--- config.mk ---
export PLATFORM = sky130hd
export DESIGN_NAME = mio_bus_dma
export DESIGN_NICKNAME = d
export VERILOG_FILES = /design/src/rtl/mio_bus_dma.sv
export SDC_FILE = /design/constraint.sdc
export NUM_CORES = 1
export LEC_CHECK = 0
export BUFFER_PORTS_ARGS = -buffer_cell sky130_fd_sc_hd__buf_2
export CELL_PAD_IN_SITES_DETAIL_PLACEMENT = 0
export CELL_PAD_IN_SITES_GLOBAL_PLACEMENT = 1
export CORE_MARGIN = 3
export CORE_UTILIZATION = 36
export DETAILED_ROUTE_END_ITERATION = 10
export PLACE_DENSITY = 0.85
export SLEW_MARGIN = 15
export SYNTH_ARGS = -nofsm -noshare
export SYNTH_HDL_FRONTEND = slang
export SYNTH_SLANG_ARGS = --single-unit
--- constraint.sdc ---
create_clock -name clk -period 1.84 [get_ports clk]
set_input_delay 0.092 -clock clk [delete_from_list [all_inputs] [get_ports clk]]
set_output_delay 0.092 -clock clk [all_outputs]
set_load 0.02 [all_outputs]
--- src/rtl/mio_bus_dma.sv ---
// -----------------------------------------------------------------------------
// mio_bus_dma
//   Bus initiator for the MIO bus. It copies `length` 32-bit words from
//   src_addr to dst_addr with no CPU involvement. Each word is one read cycle
//   followed by one write cycle. The copy is strictly ascending and word by
//   word. A stalled responder (MIO_ready low) is tolerated for up to TIMEOUT
//   consecutive cycles. After that the transfer is aborted and error is set.
//
// Ports
//   clk         system clock, rising edge
//   rst         asynchronous reset, active low
//   start       launch a transfer (sampled only while idle)
//   src_addr    source byte address, low two bits ignored
//   dst_addr    destination byte address, low two bits ignored
//   length      number of words to copy
//   busy        transfer in progress, DMA owns the bus
//   done        one-cycle pulse when a transfer ends (normally or aborted)
//   error       sticky abort flag, cleared by the next accepted start
//   words_done  words fully written in the current/last transfer
//   bus_req     a bus cycle is presented this clock
//   Addr_out    word-aligned bus address
//   Data_out    bus write data
//   mem_w       1 = write cycle, 0 = read cycle
//   Data_in     bus read data
//   MIO_ready   responder completes the current cycle on this edge
// -----------------------------------------------------------------------------
module mio_bus_dma #(
    parameter int LEN_W   = 10,
    parameter int TIMEOUT = 255
) (
    input  logic             clk,
    input  logic             rst,
    input  logic             start,
    input  logic [31:0]      src_addr,
    input  logic [31:0]      dst_addr,
    input  logic [LEN_W-1:0] length,
    output logic             busy,
    output logic             done,
    output logic             error,
    output logic [LEN_W-1:0] words_done,
    output logic             bus_req,
    output logic [31:0]      Addr_out,
    output logic [31:0]      Data_out,
    output logic             mem_w,
    input  logic [31:0]      Data_in,
    input  logic             MIO_ready
);

    typedef enum logic [2:0] {IDLE, RD, WR, FIN, ABT} state_t;

    state_t           state, next_state;
    logic [31:0]      cur_src, cur_dst, data_reg;
    logic [LEN_W-1:0] len_reg;
    logic [15:0]      wait_cnt;
    logic             timeout;
    logic             last_word;

    // wait_cnt holds the stall cycles already seen. This cycle is the
    // TIMEOUT-th stall when the counter sits at TIMEOUT-1 and ready is low.
    assign timeout   = ((state == RD) || (state == WR)) && !MIO_ready &&
                       (wait_cnt == 16'(TIMEOUT - 1));
    assign last_word = ((words_done + LEN_W'(1)) == len_reg);

    // State register
    always_ff @(posedge clk or negedge rst) begin
        if (!rst) begin
            state <= IDLE;
        end else begin
            state <= next_state;
        end
    end

    // Next-state logic
    always_comb begin
        next_state = state;
        case (state)
            IDLE: if (start) next_state = (length == '0) ? FIN : RD;
            RD: begin
                if (timeout)        next_state = ABT;
                else if (MIO_ready) next_state = WR;
            end
            WR: begin
                if (timeout)        next_state = ABT;
                else if (MIO_ready) next_state = last_word ? FIN : RD;
            end
            FIN:     next_state = IDLE;
            ABT:     next_state = IDLE;
            default: next_state = IDLE;
        endcase
    end

    // Outputs are decoded only from registered state and datapath registers.
    // They therefore hold steady for the whole duration of a stalled cycle.
    always_comb begin
        busy     = 1'b0;
        bus_req  = 1'b0;
        mem_w    = 1'b0;
        done     = 1'b0;
        Addr_out = '0;
        Data_out = '0;
        case (state)
            RD: begin
                busy     = 1'b1;
                bus_req  = 1'b1;
                Addr_out = cur_src;
            end
            WR: begin
                busy     = 1'b1;
                bus_req  = 1'b1;
                mem_w    = 1'b1;
                Addr_out = cur_dst;
                Data_out = data_reg;
            end
            FIN, ABT: done = 1'b1;
            default: ;
        endcase
    end

    // Datapath: addresses, captured word, progress and error flag
    always_ff @(posedge clk or negedge rst) begin
        if (!rst) begin
            cur_src    <= '0;
            cur_dst    <= '0;
            data_reg   <= '0;
            len_reg    <= '0;
            words_done <= '0;
            error      <= 1'b0;
        end else begin
            case (state)
                IDLE: begin
                    if (start) begin
                        cur_src    <= src_addr & ~32'h3;
                        cur_dst    <= dst_addr & ~32'h3;
                        len_reg    <= length;
                        words_done <= '0;
                        error      <= 1'b0;
                    end
                end
                RD: begin
                    // timeout implies MIO_ready is low, so an aborting cycle
                    // never captures data.
                    if (timeout)        error    <= 1'b1;
                    else if (MIO_ready) data_reg <= Data_in;
                end
                WR: begin
                    if (timeout) begin
                        error <= 1'b1;
                    end else if (MIO_ready) begin
                        words_done <= words_done + LEN_W'(1);
                        cur_src    <= cur_src + 32'd4;
                        cur_dst    <= cur_dst + 32'd4;
                    end
                end
                default: ;
            endcase
        end
    end

    // Stall counter: restarts on every state change and on every completed cycle
    always_ff @(posedge clk or negedge rst) begin
        if (!rst) begin
            wait_cnt <= '0;
        end else if ((next_state != state) || MIO_ready) begin
            wait_cnt <= '0;
        end else if ((state == RD) || (state == WR)) begin
            wait_cnt <= wait_cnt + 16'd1;
        end
    end

endmodule

==> results of run 1 <==
## power by group through the flow
stage	registers, mW	logic (mW)	clock network (mW)
CTS	4.99	10.1	3.73
floorplan	4.89	5.30	0
detailed placement	5.00	8.26	0
finish	5.08	11.4	3.67
global route	5.24	12.2	3.87
global placement	4.94	8.14	0
## layout make-up
| cell class | instances | area [µm²] |
|---|---|---|
| flip-flops and latches | 132 | 3310 |
| multi-input cells | 679 | 4460 |
| repair buffers | 406 | 3460 |
| inverters | 15 | 82.6 |
| fillers | 1784 | 8780 |
| clock inverters | 12 | 179 |
| repair inverters | 1 | 7.51 |
| well taps | 275 | 344 |
| diodes | 1 | 2.50 |
| clock buffers | 20 | 457 |
## worst max-delay path: cells and delay by family, from the launching register on
family                 cells  cell delay [ns]
AO/OA/AOI/OAI              1             0.18
buffers and inverters      4             0.61
flip-flops                 1             0.45
AND/OR/NAND/NOR            1             0.23
## per-stage QoR
| stage | utilization [%] | cell area [µm²] |
|---|---|---|
| 2_1_floorplan | - | 7750 |
| 3_5_place_dp | 45.3 | 9560 |
| 5_1_grt | 58.4 | 12300 |
| 4_1_cts | 54.7 | 11500 |
| 3_3_place_gp | 45.3 | 9560 |
| 6_report | 58.4 | 12300 |
## routing by layer
layer	vias to the layer above	routed length (µm)	global-route usage, %
met3	51	1740	4.09
met4	0	740	7.64
li1	3947	-	-
met1	4036	11800	29.2
met5	-	0	0
met2	337	13400	35.6
## Yosys cell counts (2+ instances only)
library cell / n
o31a_1: 2
nor3_1: 12
or2_2: 4
a211oi_1: 7
nor3_2: 4
or3_1: 3
xnor2_1: 13
nor4_4: 2
o21ai_0: 51
nor2_1: 57
a22o_1: 14
inv_1: 14
o22ai_1: 24
xor2_1: 13
o32ai_1: 3
o31ai_1: 5
clkbuf_1: 24
nor2b_1: 3
mux2i_1: 3
nor3b_1: 3
ha_1: 5
nand3_1: 38
and2_1: 38
nor4_1: 10
o41ai_1: 3
a22oi_1: 6
nand4_1: 26
o211ai_1: 3
and3_1: 17
dfrtp_1: 132
buf_6: 2
a21oi_1: 61
and4_1: 9
a31oi_1: 12
nand2b_1: 6
buf_2: 33
o22a_1: 2
buf_4: 4
mux2_2: 32
nand2_1: 147
a2bb2oi_1: 18
## cell families after synthesis
logic type,share of synthesized area (%)
fa+ha+maj,0.808
flops,42.7
simple gates,25.2
compound gates,18.3
other cells,0.0485
buf+inv,4.77
mux,5.04
xor+xnor,3.15
## final timing paths
check | slack [ns] | to | start | cells past startpoint
worst max-delay path | -0.16 | Addr_out[29] | state[1]$_DFF_PN0_ | 6
worst min-delay path | 0.006 | cur_src[26]$_DFFE_PN0P_ | src_addr[26] | 3
worst max register to register | -0.08 | wait_cnt[6]$_DFFE_PN0P_ | state[0]$_DFF_PN0_ | 7
worst min register to register | 0.50 | data_reg[6]$_DFFE_PN0P_ | data_reg[6]$_DFFE_PN0P_ | 1
max in group asynchronous | 0.97 | words_done[2]$_DFFE_PN0P_ | rst | 3
min in group asynchronous | 0.23 | cur_src[8]$_DFFE_PN0P_ | rst | 3
## what timing repair did
item | in CTS | in global routing
endpoints found under the hold margin | 203 | 0
pin swaps | 18 | 25
hold buffers | 72 | 0
gates resized for setup | 147 | 99
cloned | 5 | 8
buffers inserted | 11 | 27
endpoints found under the setup margin | 82 | 155
==> impl_metrics.env, run 1 <==
export IMPL_drt_initial_drc_count=625
export IMPL_internal_power_mw=12.0
export IMPL_max_stage_delay_ns=0.45
export IMPL_antenna_left=0
export IMPL_grt_max_degree=84
export IMPL_violations="setup timing"
export IMPL_clockPowerShare_pct=18.2
export IMPL_worst_setup_path_end_kind="primary output"
export IMPL_dr_pass1_iters=5
export IMPL_synth_cells=889
export IMPL_cts_made_buffers=17
export IMPL_antenna_found_initial=1
export IMPL_maxCapViolCount=0
export IMPL_relSlewSlack_pct=54.9
export IMPL_synth_top_area_share_pct=42.7
export IMPL_worstPathArrival_ns=1.90
export IMPL_start_util_pct=36.7
export IMPL_core_area_um2=21100
export IMPL_crit_required_ns=1.75
export IMPL_clock_sinks=132
export IMPL_num_vias=8371
export IMPL_synth_edff_count=0
export IMPL_synthArstFlopShare_pct=100
export IMPL_ys_types=65
export IMPL_fin_hold_ws_ns=0.00612
export IMPL_criticalPathCategory="register to primary output"
export IMPL_drt_total_wl_mm=27.6
export IMPL_dpl_hpwl_mm=17.2
export IMPL_fin_crit_sh_pct=109
export IMPL_instances_no_fill=1541
export IMPL_globalplace_congestion=0.871
export IMPL_slew_viol_final=0
export IMPL_setup_ws_ns=-0.157
export IMPL_crit_slowest_cell="dfrtp_2"
export IMPL_drc=0
export IMPL_wl_per_cell_um=17.9
export IMPL_final_nets=1367
export IMPL_grt_pass1_vias=7945
export IMPL_yosysWarningCount=0
export IMPL_largest_reg_flops=32
export IMPL_avgViaCountPerCell=5.43
export IMPL_total_power_mw=20.1
export IMPL_clock_root_buffer="clkbuf_16"
export IMPL_p_seq_share_pct=25.2
export IMPL_area_growth_pct=59.0
export IMPL_min_delay_path_class="input port to register"
export IMPL_die_h_um=153
export IMPL_dieArea_um2=23300
export IMPL_vdd_drop_max_v=0.000758
export IMPL_yosysSeqAreaShare_pct=42.7
export IMPL_path_common_cell="buf_6"
export IMPL_post_route_cells_drive_above_1_share_pct=39.1
export IMPL_tns_ns=-5.39
export IMPL_synth_seq_cells=132
export IMPL_synthesis_area_um2=7740
export IMPL_final_cell_mix="buf_2 (130), dfrtp_1 (126), buf_4 (124), nand2_1 (114), dlygate4sd3_1 (72)"
export IMPL_status="complete, but fails checks"
export IMPL_p_leak_nw=5.53
export IMPL_tightest_slew_ns=0.676
export IMPL_clock_latency_ns=0.42
export IMPL_die_x_um=153
export IMPL_boundaryPins=189
export IMPL_finClkSkew_ns=0.00923
export IMPL_fin_crit_ns=2.00
export IMPL_synth_area_leaders="dfrtp_1 (43%), nand2_1 (7.1%), mux2_2 (4.7%), a21oi_1 (3.9%), o21ai_0 (3.3%)"
export IMPL_cts_tree="built"
export IMPL_h_tree_depth=4
export IMPL_crit_path_start_kind="register"
export IMPL_powerDensity_nw_per_um2=1640
export IMPL_grt_first_pass_wirelength_mm=41.8
export IMPL_post_place_ws_ns=-0.0380
export IMPL_switchingPower_mw=8.10
export IMPL_fmax_mhz=501
export IMPL_rsz0062_at_grt="yes"
export IMPL_grt_use_total_pct=21.8
export IMPL_placedCellCount=1387
export IMPL_synth_ff_type="dfrtp_1"
export IMPL_hold_violations=0
export IMPL_critPathMaxFanout=7
export IMPL_syn_area_per_cell_um2=8.71
export IMPL_switching_share_pct=40.3
export IMPL_final_common_cell="buf_2"
export IMPL_finalSetupViolations=70
export IMPL_overflow=0
export IMPL_ctsLongestPathBuffers=2
export IMPL_synth_top_area_cell="dfrtp_1"
export IMPL_path_cells="buf_6 -> nor3b_4 -> buf_6 -> buf_6 -> a22o_1 -> buf_6"
export IMPL_clk_pin_slew_worst_paths_ns=0.06
export IMPL_pwr_share_comb_pct=56.5
export IMPL_fp_row_count=53
export IMPL_port_buffers=182
Power figures use the tool's default switching activity.
==> inputs of run 2 (changes only) <==
--- a/config.mk
+++ b/config.mk
@@ -8,6 +8,7 @@
 export BUFFER_PORTS_ARGS = -buffer_cell sky130_fd_sc_hd__buf_2
 export CELL_PAD_IN_SITES_DETAIL_PLACEMENT = 0
 export CELL_PAD_IN_SITES_GLOBAL_PLACEMENT = 1
+export CORE_ASPECT_RATIO = 1.25
 export CORE_MARGIN = 3
 export CORE_UTILIZATION = 36
 export DETAILED_ROUTE_END_ITERATION = 10
==> run 2 against run 1 <==
Against the previous run: the flow still finishes with violations (setup timing); sequential cell count unchanged; die area about the same; combinational power up 9.6%.
==> impl_metrics.env, run 2 (synthesis gave the netlist of run 1 again) <==
export IMPL_fillers=1712
export IMPL_avgViaCountPerCell=5.53
export IMPL_slew_viol_final=0
export IMPL_vdd_drop_max_v=0.000964
export IMPL_area_growth_pct=66.9
export IMPL_final_area_um2=12900
export IMPL_switchingPower_mw=8.58
export IMPL_dr_pass1_iters=7
export IMPL_placed_area_um2=9640
export IMPL_final_common_cell="dfrtp_1"
export IMPL_overflow=0
export IMPL_clock_root_buffer="clkbuf_16"
export IMPL_finClkSkew_ns=0.00919
export IMPL_tns_ns=-6.13
export IMPL_dpl_hpwl_mm=18.2
export IMPL_post_place_ws_ns=-0.0580
export IMPL_start_util_pct=36.9
export IMPL_total_power_mw=21.2
export IMPL_antenna_found_initial=1
export IMPL_finalSetupViolations=102
export IMPL_min_delay_path_class="input port to register"
export IMPL_fmax_mhz=503
export IMPL_grt_pass1_vias=8496
export IMPL_internal_power_mw=12.7
export IMPL_crit_path_start_kind="register"
export IMPL_fp_row_count=59
export IMPL_h_tree_depth=4
export IMPL_clock_sinks=132
export IMPL_cts_tree="built"
export IMPL_core_area_um2=21000
export IMPL_drc=0
export IMPL_cp_startpoint="state[0]$_DFF_PN0_"
export IMPL_clock_latency_ns=0.42
export IMPL_globalplace_congestion=0.831
export IMPL_port_buffers=182
export IMPL_maxCapViolCount=0
export IMPL_worst_setup_path_end_kind="primary output"
export IMPL_status="complete, but fails checks"
export IMPL_violations="setup timing"
export IMPL_hold_violations=0
export IMPL_largest_reg_flops=32
export IMPL_antenna_left=0
export IMPL_p_leak_nw=5.79
export IMPL_ctsLongestPathBuffers=2
export IMPL_critPathMaxFanout=22
export IMPL_die_h_um=170
export IMPL_criticalPathCategory="register to primary output"
export IMPL_grt_first_pass_wirelength_mm=43.0
export IMPL_hp_start="dst_addr[25]"
export IMPL_fin_crit_sh_pct=108
export IMPL_grt_max_degree=46
export IMPL_die_x_um=137
export IMPL_drt_total_wl_mm=30.0
export IMPL_worstPathArrival_ns=1.89
export IMPL_num_vias=8635
export IMPL_setup_ws_ns=-0.146
export IMPL_post_route_cells_drive_above_1_share_pct=45.1
export IMPL_final_cell_mix="dfrtp_1 (125), buf_2 (122), nand2_1 (121), buf_4 (119), buf_6 (85)"
export IMPL_drt_initial_drc_count=570
export IMPL_r2r_start="state[1]$_DFF_PN0_"
export IMPL_rsz0062_at_grt="yes"
export IMPL_dieArea_um2=23300
export IMPL_final_nets=1388
export IMPL_powerDensity_nw_per_um2=1640
export IMPL_cts_made_buffers=17
export IMPL_fin_crit_ns=1.99
export IMPL_grt_use_total_pct=23.4
export IMPL_wl_per_cell_um=19.2
export IMPL_clockPowerShare_pct=17.2
export IMPL_pwr_share_comb_pct=58.7
export IMPL_clk_pin_slew_worst_paths_ns=0.06
export IMPL_p_seq_share_pct=24.2
export IMPL_switching_share_pct=40.4
export IMPL_crit_required_ns=1.75
export IMPL_boundaryPins=189
==> run 2: cell count changes in the layout (fill, tap and decap cells not counted), moves of 13 or more <==
cell / change
a21oi_1: -13
a2bb2oi_1: -13
and2_4: +13
a21oi_2: +13
a2bb2oi_2: +13
nor2_1: -14
buf_8: +13
buf_6: +28
==> run 2: final timing paths <==
path / to / slack, ns / cells past startpoint
hold reg to reg: data_reg[22]$_DFFE_PN0P_ / 0.50 / 1
hold / removal: cur_dst[25]$_DFFE_PN0P_ / 0.01 / 3
setup / recovery: Addr_out[4] / -0.15 / 7
setup reg to reg: cur_src[29]$_DFFE_PN0P_ / -0.12 / 7
min in group asynchronous: len_reg[2]$_DFFE_PN0P_ / 0.15 / 2
max in group asynchronous: words_done[7]$_DFFE_PN0P_ / 1.00 / 3
==> run 2: final cells by class <==
type	instances	area, µm²	share of cell area (%)
Clock buffer	23	468	3.62
Sequential cell	132	3310	25.6
Timing Repair inverter	1	7.51	0.0581
Clock inverter	9	151	1.17
Antenna cell	2	5.00	0.0387
Inverter	15	71.3	0.552
Timing Repair Buffer	427	3770	29.2
Multi-Input combinational cell	679	4780	37.0
Tap cell	274	343	2.65
==> run 2: metrics by stage <==
stage	utilization, %	instances	hold WS (ns)
3_5_place_dp	46.0	1393	0.0540
5_1_grt	61.6	1561	0.00366
3_3_place_gp	46.0	1393	0.0489
2_1_floorplan	-	890	-0.204
4_1_cts	57.1	1526	0.000585
6_report	61.6	1562	0.0101
==> run 2: what timing repair did <==
| action | in CTS | in global routing |
|---|---|---|
| gates resized for setup | 205 | 176 |
| endpoints found under the setup margin | 78 | 186 |
| hold endpoints to repair | 136 | 1 |
| hold buffers | 65 | 1 |
| setup buffers | 31 | 32 |
| pin swaps | 24 | 46 |
| cloned | 5 | 8 |
==> run 2: layer usage <==
metal  vias up  track usage, %  share of wire, %
met4         0            8.68               3.4
li1       3979               -                 -
met2       345            41.4                52
met3        76            4.55               5.9
met5         -               0                 0
met1      4235            27.9                38
==> run 2: power groups by stage <==
stage,Sequential [mW],Combinational (mW),Clock [mW]
after floorplan,4.89,5.30,0
after global placement,4.94,8.21,0
after detailed placement,4.99,8.32,0
after CTS,4.97,10.6,3.67
after global routing,5.28,13.2,3.82
final,5.13,12.5,3.64
==> run 2: worst max-delay path: stages, from the launching register on <==
cell and delay, ns:
dfrtp_1 0.41, buf_6 0.15, nor2_4 0.17, nand2_8 0.10, buf_8 0.18, buf_6 0.17, o21ai_2 0.15, buf_6 0.14
